--- config.mk ---
export PLATFORM = sky130hd
export DESIGN_NAME = product_accumulator
export DESIGN_NICKNAME = d
export VERILOG_FILES = /design/src/rtl/product_accumulator_pkg.sv /design/src/rtl/product_accumulator.sv
export SDC_FILE = /design/constraint.sdc
export NUM_CORES = 1
export LEC_CHECK = 0
export CORE_MARGIN = 2
export CORE_UTILIZATION = 35
export DETAILED_ROUTE_END_ITERATION = 8
export HOLD_SLACK_MARGIN = 0.05
export SYNTH_ARGS = -nofsm -noshare
export SYNTH_HDL_FRONTEND = slang
export SYNTH_SLANG_ARGS = --single-unit
--- constraint.sdc ---
create_clock -name clk -period 3.4 [get_ports clk]
set_input_delay 0.34 -clock clk [delete_from_list [all_inputs] [get_ports clk]]
set_output_delay 0.34 -clock clk [all_outputs]
set_load 0.01 [all_outputs]
--- src/rtl/product_accumulator_pkg.sv ---
// Shared types and default widths for the product accumulator.
// Imported by the accumulator stage and by integration wrappers.
package product_accumulator_pkg;

    localparam int PROD_W_DEF = 8;
    localparam int ACC_W_DEF  = 16;
    localparam int CNT_W_DEF  = 4;

    typedef enum logic [1:0] {
        IDLE  = 2'd0,
        ACCUM = 2'd1,
        DONE  = 2'd2
    } acc_state_t;

endpackage

--- src/rtl/product_accumulator.sv ---
// Sums a programmed number of multiplier products into a wide accumulator.
// Result and sticky carry-out flag leave on a valid/ready output.
module product_accumulator
    import product_accumulator_pkg::*;
#(
    parameter int PROD_W = PROD_W_DEF,
    parameter int ACC_W  = ACC_W_DEF,
    parameter int CNT_W  = CNT_W_DEF
) (
    input  logic              clk,
    input  logic              rst_n,
    input  logic              start,
    input  logic [CNT_W-1:0]  len,
    input  logic [PROD_W-1:0] product,
    input  logic              in_valid,
    output logic              in_ready,
    output logic [ACC_W-1:0]  acc_out,
    output logic              overflow,
    output logic              out_valid,
    input  logic              out_ready,
    output logic              busy
);

    acc_state_t       state;
    logic [ACC_W-1:0] acc;
    logic             ovf;
    logic [CNT_W-1:0] remaining;
    logic [ACC_W:0]   sum_ext;
    logic             beat;

    // One extra bit on the adder catches the carry leaving the accumulator.
    always_comb begin
        sum_ext = {1'b0, acc}
                + {{(ACC_W + 1 - PROD_W){1'b0}}, product};
        beat    = (state == ACCUM) && in_valid;
    end

    // Handshake outputs are pure decodes of the state register.
    always_comb begin
        in_ready  = (state == ACCUM);
        out_valid = (state == DONE);
        busy      = (state != IDLE);
        acc_out   = acc;
        overflow  = ovf;
    end

    // Control FSM, beat down-counter and accumulator register.
    always_ff @(posedge clk or negedge rst_n) begin
        if (!rst_n) begin
            state     <= IDLE;
            acc       <= '0;
            ovf       <= 1'b0;
            remaining <= '0;
        end else begin
            case (state)
                IDLE: begin
                    if (start) begin
                        acc       <= '0;
                        ovf       <= 1'b0;
                        remaining <= len;
                        state     <= (len == '0) ? DONE : ACCUM;
                    end
                end
                ACCUM: begin
                    if (beat) begin
                        acc       <= sum_ext[ACC_W-1:0];
                        ovf       <= ovf | sum_ext[ACC_W];
                        remaining <= remaining - 1'b1;
                        if (remaining == CNT_W'(1)) begin
                            state <= DONE;
                        end
                    end
                end
                DONE: begin
                    if (out_ready) begin
                        state <= IDLE;
                    end
                end
                default: begin
                    state <= IDLE;
                end
            endcase
        end
    end

endmodule

# After elaboration in Yosys (flattened, before gate mapping)
# Cells that the tools add are included.
# word_totals
reg_bits,23
inputBits,17
out_inout_bits,20
word_cells,36
# op_classes
addsub,2
n_eq_ne,7
mux,15
n_bitwise,1
reduce_logical,7
# op_table
operator,count
16-bit two-way mux,2
16-bit one-hot mux with 2 select lines,1
16-bit by 8-bit adder with 17-bit output,1
2-bit two-way mux,5
4-bit two-way mux,2
4-bit one-hot mux with 2 select lines,1
2-bit by 1-bit inequality test with 1-bit output (second input constant),3
2-bit one-hot mux with 3 select lines,1
4-bit by 1-bit == test with 1-bit output (second input constant),1
4-bit zero test,1
4-bit AND reduction,1
2-bit nonzero test,2
4-bit by 1-bit subtractor with 4-bit output (second input constant),1
3-bit AND reduction,1
2-bit by 1-bit == test with 1-bit output (second input constant),1
2-bit == test (second input constant),1
2-bit zero test,1
1-bit two-way mux,2
2-bit inequality test (second input constant),1
1-bit one-hot mux with 2 select lines,1
1-bit logical AND,1
1-bit bitwise OR,1

# Depth between registers and ports, before layout
# logic_depth
depth_word,4
ltp_mapped,8
depth_no_buf,8

# Worst setup path after synthesis
# No wires, ideal clock.
# synth_path
path_type,reg-to-reg
from,register acc[0] (netlist: acc_out[0])
to,register acc[14] (netlist: acc_out[14])
setup_ns,0.077
arrival_time_ns,2.031
t_required_ns,3.323
setup_slack_ns,1.291
stages_incl_launch_ff,9
n_path_buf,0
cell_sequence,dfrtp_1 -> ha_1 -> inv_1 -> fa_1 -> nor2b_1 -> o31ai_2 -> a211o_1 -> or3_1 -> a21oi_1
# synth_via
elab_chain_len,3
# synth_lines
item,line,text
from (decl),product_accumulator.sv:25,logic [ACC_W-1:0] acc;
from (signal assigned),product_accumulator.sv:66,acc <= sum_ext[ACC_W-1:0];
16-bit by 8-bit adder with 17-bit output,product_accumulator.sv:34,"+ {{(ACC_W + 1 - PROD_W){1'b0}}, product};"
16-bit two-way mux,product_accumulator.sv:65,if (beat) begin
16-bit one-hot mux with 2 select lines,product_accumulator.sv:55,case (state)
# Every way passes these cells. The select of a mux whose other input is x is not followed.
# A chain may end at the register's enable or synchronous reset.

# Final worst setup path
# layout_path
from,input port product[0]
to,register acc[14] (netlist: acc_out[14])
# layout_via
elab_chain_len,3
# layout_lines
item,line,text
from (decl),product_accumulator.sv:14,"input logic [PROD_W-1:0] product,"
16-bit by 8-bit adder with 17-bit output,product_accumulator.sv:34,
16-bit two-way mux,product_accumulator.sv:65,
16-bit one-hot mux with 2 select lines,product_accumulator.sv:55,
# Every way passes these cells. The select of a mux whose other input is x is not followed.

==> impl_metrics.toml <==
[synth]
synth_area_leaders = "dfrtp_1 (37%), ha_1 (8.1%), o21ai_0 (3.6%)"
synth_top_family_by_area = "compound AO/OA/AOI/OAI gates"
yosysTopAreaCell = "dfrtp_1"
synth_area_um2 = 1540
syn_area_per_cell_um2 = 9.08
synthFlopType = "dfrtp_1"
synth.area.mux_share_pct = 1.96
synth_compound_area_share_pct = 24.2
synthAdderAreaFrac_pct = 9.45
seq_area_frac_synth_pct = 37.5
synth_xor_area_share_pct = 3.42
synth_seq_cells = 23
synthCells = 169
syn-num-nets = 197
synth-simple-area-share_pct = 19.6
synth.distinct_cells = 51
synth-edff-count = 0
async_flop_share_pct = 100
synth_warnings = 0
synth_top_area_share_pct = 37.5

[timing]
tns_ns = 0
drv_slew = 0
timing.hold.ws_ns = 0.500
hold_viol_final = 0
finalCritPeriodShare_pct = 71.5
max_freq_mhz = 412
fin_skew_ns = 0.00285
worstMarginPinSlew_ns = 1.07
rsz0062_at_grt = "false"
setup_violations = 0
relSlewSlack_pct = 28.3
fin_crit_ns = 2.43

[drt]
drt_drc_violations_left = 0
firstDrtPassIters = 4
wl_met1_mm = 1.71
viasPerCell = 5.44
dr_wl_met2_mm = 1.78
routed-wl-met3_um = 146
ant_nets = 0
routedWlPerCell_um = 14.3
top_layer_used = "met4"
wirelength_mm = 3.68
first_iter_violations = 139
num_vias = 1397

[pwr]
internal-power_uw = 799
ir_worst_vdd_mv = 0.390
power_per_cell_area_nw_per_um2 = 694
p_leak_uw = 0.000816
p_switching_uw = 583
power_frac_comb_pct = 55.0
seq_power_share_pct = 32.6
clkPwrFrac_pct = 12.4
switching_share_pct = 42.2

[die]
core-area_um2 = 4290
rows = 24
die_w_um = 70.2
die_h_um = 70.2
start_util_pct = 35.8
dieArea_um2 = 4930
boundaryPins = 37

[clocking]
cts_tree = "built"
clkTransAtPathRegs_ns = 0.08
cts_root_buffer = "clkbuf_8"
cts_buffer_depth = 2
numCtsBuffers = 3
hold_buffers = 0
cts_max_level = 1
post-cts-setup-buffers = 0
clkSinkCount = 23
clk_latency_ns = 0.26
ctsResizeCount = 0

[worst_setup_path]
crit_arrival_ns = 2.61
path_class = "input pin to register"
required_ns = 3.58
end_kind = "register"
start_kind = "input pin"
path_max_fanout = 5

[global_routing]
gr-usage-all-layers_pct = 15.6
antenna_found_initial = 0
grt_first_pass_wirelength_mm = 6.34
grt_max_degree = 24
first_global_vias = 1409
overflow = 0

[run]
maxCapViolCount = 0

[final_layout]
final_cell_mix = "clkdlybuf4s50_1 (36), dfrtp_1 (23), nand2_1 (13)"
area_delta_synth_final_pct = 29.7
layout-drive-gt1-share_pct = 4.39
layout_commonest_cell = "clkdlybuf4s50_1"
fillers = 416
antennaDiodeCount = 0
fin_cells = 257
final_net_count = 234

[placement]
numPortBuffers = 36
place.gp.congestion = 0.818
hpwlAfterDp_mm = 2.78
dp_cells = 253

[hold_path]
hp-class = "register to register"

[outcome]
status = "finished, final reports clean"
power groups by stage:
stage / combinational, uW / clock [uW] / sequential (uW)
CTS: 768 / 177 / 451
detailed placement: 763 / 0 / 454
floorplan: 484 / 0 / 457
global placement: 753 / 0 / 451
finish: 760 / 171 / 451
global route: 850 / 187 / 469
final timing paths:
check                      cells past startpoint           to  slack [ns]       start
max                                            9  acc_out[14]        0.97  product[0]
min                                            2     overflow        0.50    overflow
max reg2reg                                    8  acc_out[14]        1.13  acc_out[0]
min reg2reg                                    2     overflow        0.50    overflow
max in group asynchronous                      1     state[0]        2.10       rst_n
min in group asynchronous                      1   acc_out[5]        0.65       rst_n
final cells by class:
cell class / count / area [um^2] / area share, %
clock buffers: 4 / 45.0 / 2.26
inverters: 10 / 37.5 / 1.89
multi-input cells: 131 / 900 / 45.2
flip-flops and latches: 23 / 576 / 28.9
well taps: 52 / 65.1 / 3.27
repair buffers: 37 / 368 / 18.5
cell usage after synthesis (2+ instances only):
cell type  instances
nor2_1            12
o41ai_1            2
nand2_1           13
o211ai_1           4
xnor2_1            4
nand2b_1           4
a21o_1             3
a211oi_1           3
a21oi_1            8
o21ai_1            2
and4_1             2
nand4_1            4
nor3_1             2
xor2_1             2
buf_2              3
inv_1             10
o31ai_1            2
a22o_1             2
mux2i_1            3
clkbuf_1           2
nand3_1            6
o21ai_0           11
dfrtp_1           23
a31oi_1            3
or3_1              2
nor2b_1            3
ha_1              10
metal layers:
metal	vias to the layer above	track usage [%]
met2	37	26.8
li1	704	-
met5	-	0
met3	4	2.89
met4	0	3.85
met1	652	20.3
kinds of logic after synthesis:
family / after synthesis
muxes: 3
and+or+nand+nor: 57
adders and majority gates: 11
DFF: 23
AOI/OAI and AO/OA: 54
xor gates and xnor gates: 6
buffers and inverters: 15
per-stage QoR:
| stage | util, % | area (um^2) | worst slack [ns] | power, uW |
|---|---|---|---|---|
| 2_1_floorplan | - | 1540 | 1.29 | 941 |
| 3_3_place_gp | 45.3 | 1950 | 0.813 | 1200 |
| 3_5_place_dp | 45.3 | 1950 | 0.717 | 1220 |
| 4_1_cts | 46.4 | 1990 | 0.965 | 1400 |
| 5_1_grt | 46.4 | 1990 | 0.816 | 1510 |
| 6_report | 46.4 | 1990 | 0.970 | 1380 |
flip-flops by register name, indices dropped and copies added, names as in the netlist:
| name | count |
|---|---|
| acc_out | 16 |
| overflow | 1 |
| remaining | 4 |
| state | 2 |
critical path, stage by stage:
cell and delay, ns:
clkdlybuf4s50_1 0.46, ha_1 0.19, inv_1 0.06, fa_1 0.39
nor2b_1 0.24, o31ai_2 0.13, a211o_1 0.32, or3_1 0.32
a21oi_1 0.16
Note: power is estimated with default switching activity, not from simulation.
